<file path="config.mk">
export PLATFORM = sky130hd
export DESIGN_NAME = cd_stream_router
export DESIGN_NICKNAME = d
export VERILOG_FILES = /design/src/rtl/cd_stream_pkg.sv /design/src/rtl/cd_fifo_watermark.sv /design/src/rtl/cd_stream_router.sv
export SDC_FILE = /design/constraint.sdc
export NUM_CORES = 1
export LEC_CHECK = 0
export BUFFER_PORTS_ARGS = -buffer_cell sky130_fd_sc_hd__buf_2
export CAP_MARGIN = 15
export CORE_ASPECT_RATIO = 1.1
export CORE_MARGIN = 1.5
export CORE_UTILIZATION = 25
export DETAILED_ROUTE_END_ITERATION = 12
export GPL_TIMING_DRIVEN = 0
export PLACE_DENSITY = 0.45
export SKIP_CTS_REPAIR_TIMING = 1
export SYNTH_ARGS = -nofsm -noshare
export SYNTH_HDL_FRONTEND = slang
export SYNTH_SLANG_ARGS = --single-unit
</file>
<file path="constraint.sdc">
create_clock -name clk_sys -period 3.22 [get_ports clk_sys]
set_input_delay 0.161 -clock clk_sys [delete_from_list [all_inputs] [get_ports clk_sys]]
set_output_delay 0.161 -clock clk_sys [all_outputs]
set_load 0.03 [all_outputs]
</file>
<file path="src/rtl/cd_stream_pkg.sv">
// cd_stream_pkg: header field positions and router FSM state encoding.
//   HDR_AUDIO_BIT  header bit selecting audio (1) or data (0) sector
//   HDR_LEN_MSB    top bit of the payload-length field (bits [HDR_LEN_MSB:0])
//   LEN_W          width of the payload length and word counter
package cd_stream_pkg;
   localparam int HDR_AUDIO_BIT = 15;
   localparam int HDR_LEN_MSB = 10;
   localparam int LEN_W = HDR_LEN_MSB + 1;
   typedef enum logic [2:0] {IDLE, HDR, DATA, AUDIO, DROP} state_e;
endpackage

</file>
<file path="src/rtl/cd_fifo_watermark.sv">
// cd_fifo_watermark: registered almost-full flag from a FIFO fill level.
//   clk_sys      in   system clock
//   reset_n      in   asynchronous active-low reset
//   level        in   FIFO fill level in words
//   almost_full  out  registered (DEPTH - level) < AF_MARGIN
module cd_fifo_watermark #(
   parameter int LEVEL_W = 11,
   parameter int DEPTH = 2048,
   parameter int AF_MARGIN = 64
) (
   input  logic               clk_sys,
   input  logic               reset_n,
   input  logic [LEVEL_W-1:0] level,
   output logic               almost_full
);
   logic af_q, af_d;
   // Signed 32-bit arithmetic so a level above DEPTH cannot wrap the free space.
   always_comb af_d = (DEPTH - int'(level)) < AF_MARGIN;
   always_ff @(posedge clk_sys or negedge reset_n)
      if (!reset_n) af_q <= 1'b0;
      else af_q <= af_d;
   assign almost_full = af_q;
endmodule

</file>
<file path="src/rtl/cd_stream_router.sv">
// cd_stream_router: routes CD_DATA sectors to the data or CDDA audio FIFO.
//   clk_sys, reset_n            clock, asynchronous active-low reset
//   cd_dat_download             high for the whole transfer
//   cdctl_wr, cd_data_out       word strobe and 16-bit stream word
//   data_level, aud_level       FIFO fill levels (must be able to represent DEPTH)
//   data_wr, aud_wr, fifo_wdata FIFO write strobes and payload, one cycle after strobe
//   CD_almost_full, AUDIO_almost_full  registered backpressure flags
//   sector_done, sector_is_audio       completion pulse and type of last sector
//   err_short, err_overflow, err_clr   sticky errors and their clear pulse
module cd_stream_router
   import cd_stream_pkg::*;
#(
   parameter int LEVEL_W = 11,
   parameter int DATA_DEPTH = 2048,
   parameter int AUD_DEPTH = 2048,
   parameter int AF_MARGIN = 64
) (
   input  logic               clk_sys,
   input  logic               reset_n,
   input  logic               cd_dat_download,
   input  logic               cdctl_wr,
   input  logic [15:0]        cd_data_out,
   input  logic [LEVEL_W-1:0] data_level,
   input  logic [LEVEL_W-1:0] aud_level,
   output logic               data_wr,
   output logic               aud_wr,
   output logic [15:0]        fifo_wdata,
   output logic               CD_almost_full,
   output logic               AUDIO_almost_full,
   output logic               sector_done,
   output logic               sector_is_audio,
   output logic               err_short,
   output logic               err_overflow,
   input  logic               err_clr
);
   state_e state_q, state_d;
   logic dl_q;
   logic [LEN_W-1:0] len_q, len_d, cnt_q, cnt_d;
   logic [15:0] wdata_q, wdata_d;
   logic data_wr_q, data_wr_d, aud_wr_q, aud_wr_d;
   logic last_q, last_d, last_aud_q, last_aud_d;
   logic done_q, is_aud_q, is_aud_d;
   logic err_short_q, err_short_d, err_ovf_q, err_ovf_d;
   logic short_set, ovf_set, full;
   logic data_full, aud_full;
   assign data_full = int'(data_level) == DATA_DEPTH;
   assign aud_full = int'(aud_level) == AUD_DEPTH;
   always_comb begin
      state_d = state_q;
      len_d = len_q;
      cnt_d = cnt_q;
      wdata_d = wdata_q;
      data_wr_d = 1'b0;
      aud_wr_d = 1'b0;
      last_d = 1'b0;
      last_aud_d = last_aud_q;
      short_set = 1'b0;
      ovf_set = 1'b0;
      full = 1'b0;
      if (!cd_dat_download) begin
         // Leaving mid-payload means the sector was cut short.
         state_d = IDLE;
         short_set = state_q == DATA || state_q == AUDIO;
      end else begin
         case (state_q)
            IDLE: if (!dl_q) state_d = HDR;
            HDR: if (cdctl_wr) begin
               len_d = cd_data_out[HDR_LEN_MSB:0];
               cnt_d = '0;
               state_d = len_d == '0 ? DROP : cd_data_out[HDR_AUDIO_BIT] ? AUDIO : DATA;
            end
            DATA, AUDIO: if (cdctl_wr) begin
               // A word hitting a full FIFO is dropped but still counted so framing holds.
               full = state_q == AUDIO ? aud_full : data_full;
               wdata_d = cd_data_out;
               data_wr_d = state_q == DATA && !full;
               aud_wr_d = state_q == AUDIO && !full;
               ovf_set = full;
               cnt_d = cnt_q + 1'b1;
               if (cnt_d == len_q) begin
                  last_d = 1'b1;
                  last_aud_d = state_q == AUDIO;
                  state_d = HDR;
               end
            end
            default: ;
         endcase
      end
      is_aud_d = last_q ? last_aud_q : is_aud_q;
      err_short_d = short_set | (err_short_q & ~err_clr);
      err_ovf_d = ovf_set | (err_ovf_q & ~err_clr);
   end
   always_ff @(posedge clk_sys or negedge reset_n)
      if (!reset_n) begin
         state_q <= IDLE;
         dl_q <= 1'b0;
         len_q <= '0;
         cnt_q <= '0;
         wdata_q <= '0;
         data_wr_q <= 1'b0;
         aud_wr_q <= 1'b0;
         last_q <= 1'b0;
         last_aud_q <= 1'b0;
         done_q <= 1'b0;
         is_aud_q <= 1'b0;
         err_short_q <= 1'b0;
         err_ovf_q <= 1'b0;
      end else begin
         state_q <= state_d;
         dl_q <= cd_dat_download;
         len_q <= len_d;
         cnt_q <= cnt_d;
         wdata_q <= wdata_d;
         data_wr_q <= data_wr_d;
         aud_wr_q <= aud_wr_d;
         last_q <= last_d;
         last_aud_q <= last_aud_d;
         done_q <= last_q;
         is_aud_q <= is_aud_d;
         err_short_q <= err_short_d;
         err_ovf_q <= err_ovf_d;
      end
   cd_fifo_watermark #(.LEVEL_W(LEVEL_W), .DEPTH(DATA_DEPTH), .AF_MARGIN(AF_MARGIN)) u_data_wm (
      .clk_sys(clk_sys), .reset_n(reset_n), .level(data_level), .almost_full(CD_almost_full));
   cd_fifo_watermark #(.LEVEL_W(LEVEL_W), .DEPTH(AUD_DEPTH), .AF_MARGIN(AF_MARGIN)) u_aud_wm (
      .clk_sys(clk_sys), .reset_n(reset_n), .level(aud_level), .almost_full(AUDIO_almost_full));
   assign data_wr = data_wr_q;
   assign aud_wr = aud_wr_q;
   assign fifo_wdata = wdata_q;
   assign sector_done = done_q;
   assign sector_is_audio = is_aud_q;
   assign err_short = err_short_q;
   assign err_overflow = err_ovf_q;
endmodule

</file>
==> run summary, run 1 <==
Status - complete, no violations
Clk_lat worst skew - 0.31 ns
Fin nets - 397
Reg2reg path depth - 7
Worst EP arrival - 2.50 ns
Leak pwr - 1.546 nW
Seq cells post-synth - 52
Netlist cell types - 49
Finished Cell Area - 0.003118 sq mm
Pwr/cell area - 656.0 mW/mm^2
Num Clock Sinks - 52
Hold Path End - err_overflow
Die Span X - 98.56 um
Post-Synthesis Cells - 278
Total routed wirelength - 6595 um
PortBufs - 66
RR Startpoint - cnt_q[0]
Post-Syn Nets - 322
Synth async-reset ratio - 100.0%
Cell Area, Synth - 0.002511 sq mm
Mean post-synth cell area - 9.033 sq um
Reg2Reg Setup Slack - 0.93 ns
Slew Limit Fails - 0
Fin util - 31.68%
Worst Setup End Kind - flip-flop
Critical path class - reg2reg
Avg Vias per Cell - 4.631
Setup slack after layout - 0.9329 ns
WHS Path Cells - 2
Slew @ Worst Pin - 0.6983 ns
Synth top area share - 51.82%
Top post-synthesis cells by area - dfrtp_1 52%, nand2_1 14%, xnor2_1 3.8%
Final setup TNS - 0 ns
Fin crit period - 2.287 ns
RD Place Congestion - 0.7848
Total global routing overflow - 0
Die height - 108.1 um
Share of post-route cells with drive strength above 1 - 25.71%
Layout Skew - 0.007827 ns
Fin. Hold Viols - 0
Starting density of the core - 25.51%
Vias in the first global route - 2164
Peak VDD IR - 312.4 uV
Worst Path Max Fanout - 7
Synth Flop Type - dfrtp_1
Hold wc startpoint - err_clr
IO Pins - 67
Post-synth top area cell - dfrtp_1
Worst setup path startpoint - cnt_q[0]
ANT nets after route - 0
Post-synth top cells - 94 x nand2_1, 52 x dfrtp_1, 16 x nor2_1
Root Driver - clkbuf_8
Slew headroom - 53.28%
Post-place setup slack - 0.9081 ns
Period Utilization, post-route - 71.03%
Ys Warns - 0
FF-to-FF End - state_q[1]
Via count - 2195
Max Root-Sink Buffers - 2
Die area - 0.01066 sq mm
Area grow syn2layout - 24.17%
Worst setup SP type - flip-flop
Row Count - 38
Largest net degree at the start of global routing - 31
F_max - 0.4372 GHz
Max_cap viols - 0
Initial antenna violation count - 0
Total Power - 2.045 mW
# diodes - 0
RSZ-0062 raised after global routing - false
DR WL/cell - 13.91 um
CTS HTree Levels - 2
Clock Pin Slew Worst Setup and Hold Paths - 0.10 ns
Sequential-to-total area share from yosys stat - 51.82%
Final setup fails - 0
Dpl cell area - 0.003012 sq mm
CTS buffer count - 5
Core ar. - 0.009842 sq mm
First-pass GRT wire length - 11050 um
Initial DRC Count - 101
Drt pass-1 iters - 4
CP Data Required Time - 3.43 ns
GRT Overall Usage - 13.11%
DRC viols - 0
HP Class - in2reg
CTS tree - yes
Dpl hpwl - 4827 um
Most common cell in the netlist - nand2_1
Post-synth EDFFs - 0
-- through the flow --
stage          hold slack, ns  cells
2_1_floorplan         -0.1346    278
3_3_place_gp           0.3361    464
3_5_place_dp           0.1931    465
4_1_cts               -0.1495    473
5_1_grt               0.01402    474
6_report             0.005370    474
-- where the power goes --
| group | internal, mW | leakage [nW] | switching [mW] |
|---|---|---|---|
| Combinational | 0.254 | 0.808 | 0.448 |
| Sequential | 0.813 | 0.686 | 0.124 |
| Clock | 0.176 | 0.0516 | 0.229 |
-- worst max-delay path, stage by stage, from the launching register on --
cell and delay, ns:
dfrtp_1 0.45, ha_1 0.36, nand3_4 0.15, o211ai_1 0.24
nand4_2 0.13, nor4b_2 0.46, nand3_1 0.12, a32o_1 0.27
-- placed cells by master, fill, tap and decap left out, drive strengths merged, types with 2 or more instances in the layout --
| master | n |
|---|---|
| nor4 | 4 |
| inv | 5 |
| o31ai | 4 |
| mux2 | 2 |
| and3 | 3 |
| nor3b | 2 |
| nor3 | 7 |
| xor2 | 3 |
| nand2 | 94 |
| dfrtp | 52 |
| nor2b | 3 |
| xnor2 | 11 |
| nand3 | 13 |
| or2 | 2 |
| buf | 70 |
| and2 | 3 |
| a21oi | 4 |
| nand4 | 3 |
| clkbuf | 14 |
| nor2 | 17 |
| o21ai | 15 |
| or4 | 3 |
-- layout make-up --
class | instances | area [sq um]
well taps | 120 | 150.1
plain buffers | 11 | 45.04
inverters | 4 | 15.01
multi-input cells | 211 | 1150
flip-flops and latches | 52 | 1301
fillers | 1030 | 6724
clock buffers | 6 | 82.58
clock inverters | 2 | 13.76
repair buffers | 68 | 360.3
-- kinds of logic after synthesis --
group | Yosys count | share of synthesized area [%]
AND/OR/NAND/NOR | 158 | 29.80
buffers and inverters | 15 | 2.391
flip-flops | 52 | 51.82
XOR/XNOR | 14 | 4.883
multiplexers | 2 | 0.8968
AO/OA/AOI/OAI | 36 | 9.717
adder cells (fa/ha/maj) | 1 | 0.4982
-- sequential cells by signal (all words and copies together), names as in the netlist --
name and count:
sector_done 1, err_overflow 1, state_q 3, u_data_wm.almost_full 1, aud_wr 1, cnt_q 11, err_short 1, fifo_wdata 16
data_wr 1, last_q 1, dl_q 1, len_q 11, last_aud_q 1, sector_is_audio 1, u_aud_wm.almost_full 1
-- per-layer routing --
layer | global-route usage, % | vias to the layer above | routed length (um)
met4 | 2.755 | 0 | 57
met1 | 17.73 | 1042 | 3153
li1 | - | 1088 | -
met3 | 2.392 | 7 | 283
met2 | 22.07 | 58 | 3101
met5 | 0 | - | 0
-- how the worst max path moves through the flow --
stage,to,slack (ns),cells after the start
global placement,state_q[1],0.90,7
detailed placement,state_q[1],0.91,7
CTS,state_q[1],0.90,7
floorplan,state_q[0],1.13,7
finish,state_q[1],0.93,7
global route,state_q[0],0.80,7
Power figures use the tool's default switching activity.
==> inputs of run 2 (changes only) <==
- clock period: 3.22 -> 2.2 ns (I/O delays scaled with it)
==> run summary, run 2 (synthesized netlist as in run 1, its figures left out) <==
Status - finished, violations left
Violated checks - hold timing
Root Driver - clkbuf_8
Worst setup SP type - flip-flop
Slowest CP cell - dfrtp_1
Slew Limit Fails - 0 (unchanged)
Critical path class - reg2reg
Die height - 108.1 um (unchanged)
Fin crit period - 2.091 ns (-0.1964 ns)
Final setup fails - 0 (unchanged)
Worst EP arrival - 2.29 ns (-0.21 ns)
Fin nets - 399 (+0.50%)
Hold WS - -0.01440 ns (-0.01977 ns)
Slew headroom - 53.02% (-0.26 points)
Slew @ Worst Pin - 0.7021 ns (+0.003869 ns)
Fin. Hold Viols - 3 (+3)
DR WL/cell - 13.91 um (about the same)
CP Data Required Time - 2.40 ns (-1.03 ns)
Largest net degree at the start of global routing - 31 (unchanged)
Switching Fraction - 39.45% (+0.26 points)
F_max - 0.4783 GHz (+9.4%)
Via count - 2225 (+1.4%)
Max_cap viols - 0 (unchanged)
Final Non-Filler Cells - 476 (+0.42%)
First-pass GRT wire length - 11050 um (unchanged)
Area grow syn2layout - 26.81%
CTS buffer count - 5 (unchanged)
Max Root-Sink Buffers - 2 (unchanged)
Finished Cell Area - 0.003184 sq mm (+2.1%)
Logic pwr share - 34.9% (+0.6 points)
Switching power - 1.200 mW (+50%)
Clock Pin Slew Worst Setup and Hold Paths - 0.10 ns (about the same)
CP peak stage delay - 0.36 ns (-0.10 ns)
Drt pass-1 iters - 4 (unchanged)
Period Utilization, post-route - 95.03% (+24 points)
Clk_lat worst skew - 0.31 ns (about the same)
Worst Setup End Kind - flip-flop
Starting density of the core - 25.51% (unchanged)
IO Pins - 67 (unchanged)
Most common cell after layout, fill and taps aside - nand2_1
Dpl cell area - 0.003012 sq mm (unchanged)
Num Clock Sinks - 52 (unchanged)
CTS HTree Levels - 2 (unchanged)
Total global routing overflow - 0 (unchanged)
Most frequent cells in the layout - 94 x nand2_1, 69 x buf_2, 49 x dfrtp_1
Final setup TNS - 0 ns (unchanged)
Initial DRC Count - 87 (-14%)
Power Internal - 1.841 mW (+48%)
Dpl hpwl - 4827 um (unchanged)
Pwr/cell area - 955.0 mW/mm^2 (+46%)
Layout Skew - 0.006247 ns (-0.001580 ns)
Max reg flops - 16 (unchanged)
Peak VDD IR - 456.9 uV (+46%)
Avg Vias per Cell - 4.674 (+0.94%)
Die Span X - 98.56 um (unchanged)
Total routed wirelength - 6620 um (+0.38%)
Worst Path Max Fanout - 7 (unchanged)
Vias in the first global route - 2164 (unchanged)
Total Power - 3.041 mW (+49%)
# diodes - 0 (unchanged)
PortBufs - 66 (unchanged)
GRT Overall Usage - 13.11% (unchanged)
RSZ-0062 raised after global routing - false
CTS tree - yes
Die area - 0.01066 sq mm (unchanged)
Clock share of power - 19.6% (-0.2 points)
Share of post-route cells with drive strength above 1 - 28.09% (+2.4 points)
Sequential share of power - 45.5% (-0.3 points)
Core ar. - 0.009842 sq mm (unchanged)
DRC viols - 0 (unchanged)
Critical path, cell by cell - buf_2, nor3b_1, a2111oi_2, nor3_1, nor2_2, and4_4, mux2_1
Row Count - 38 (unchanged)
HP Class - in2reg
ANT nets after route - 0 (unchanged)
Total placed cells including tap cells - 465 (unchanged)
Leak pwr - 1.565 nW (+1.3%)
RD Place Congestion - 0.7848 (unchanged)
Initial antenna violation count - 0 (unchanged)
-- run 2: changes by cell type in the layout (fill, tap and decap cells not counted), sizes merged --
cell and delta:
dlygate4sd3 +3, clkbuf -1
-- run 2: final timing paths --
path                            startpoint                   end  slack, ns  cells after the start
min in group asynchronous          reset_n  u_aud_wm.almost_full       0.32                      2
min reg2reg                         last_q           sector_done       0.39                      0
min                        cd_data_out[11]        fifo_wdata[11]      -0.01                      3
max                               cnt_q[9]            last_aud_q       0.11                      7
max in group asynchronous          reset_n              cnt_q[0]       1.31                      3
max reg2reg                       cnt_q[9]            last_aud_q       0.11                      7
-- run 2: worst max-delay path: cells and delay by family (launching register included) --
kind	cells	cell delay [ns]
simple gates	4	0.79
buf+inv	1	0.17
mux	1	0.31
flops	1	0.36
compound gates	1	0.36
-- run 2: cell type report --
class	count	area, sq um
multi-input combinational	211	1184
fill	1019	6658
clock buffer	6	82.58
timing repair buffer	71	390.4
clock inverter	2	13.76
buffer	10	43.79
tap	120	150.1
sequential	52	1305
inverter	4	15.01
-- run 2: metrics by stage --
step | util (%) | setup WS (ns)
floorplan | - | 0.1062
global placement | 30.40 | -0.1159
detailed placement | 30.60 | -0.1119
CTS | 31.58 | -0.1225
global route | 32.35 | 0.007957
finish | 32.35 | 0.1094
-- run 2: power groups by stage --
stage	Sequential [mW]	Combinational [mW]	Clock (mW)
floorplan	1.62	0.463	0
global placement	1.39	1.02	0
detailed placement	1.38	1.04	0
CTS	1.38	1.04	0.615
global route	1.42	1.17	0.653
finish	1.38	1.06	0.596
-- run 2: per-layer routing --
metal  part of all wire [%]  vias to the layer above  track usage (%)
li1                       -                     1096                -
met1                     48                     1069            17.73
met2                     47                       55            22.07
met3                    4.4                        5            2.392
met4                   0.63                        0            2.755
met5                      0                        -                0
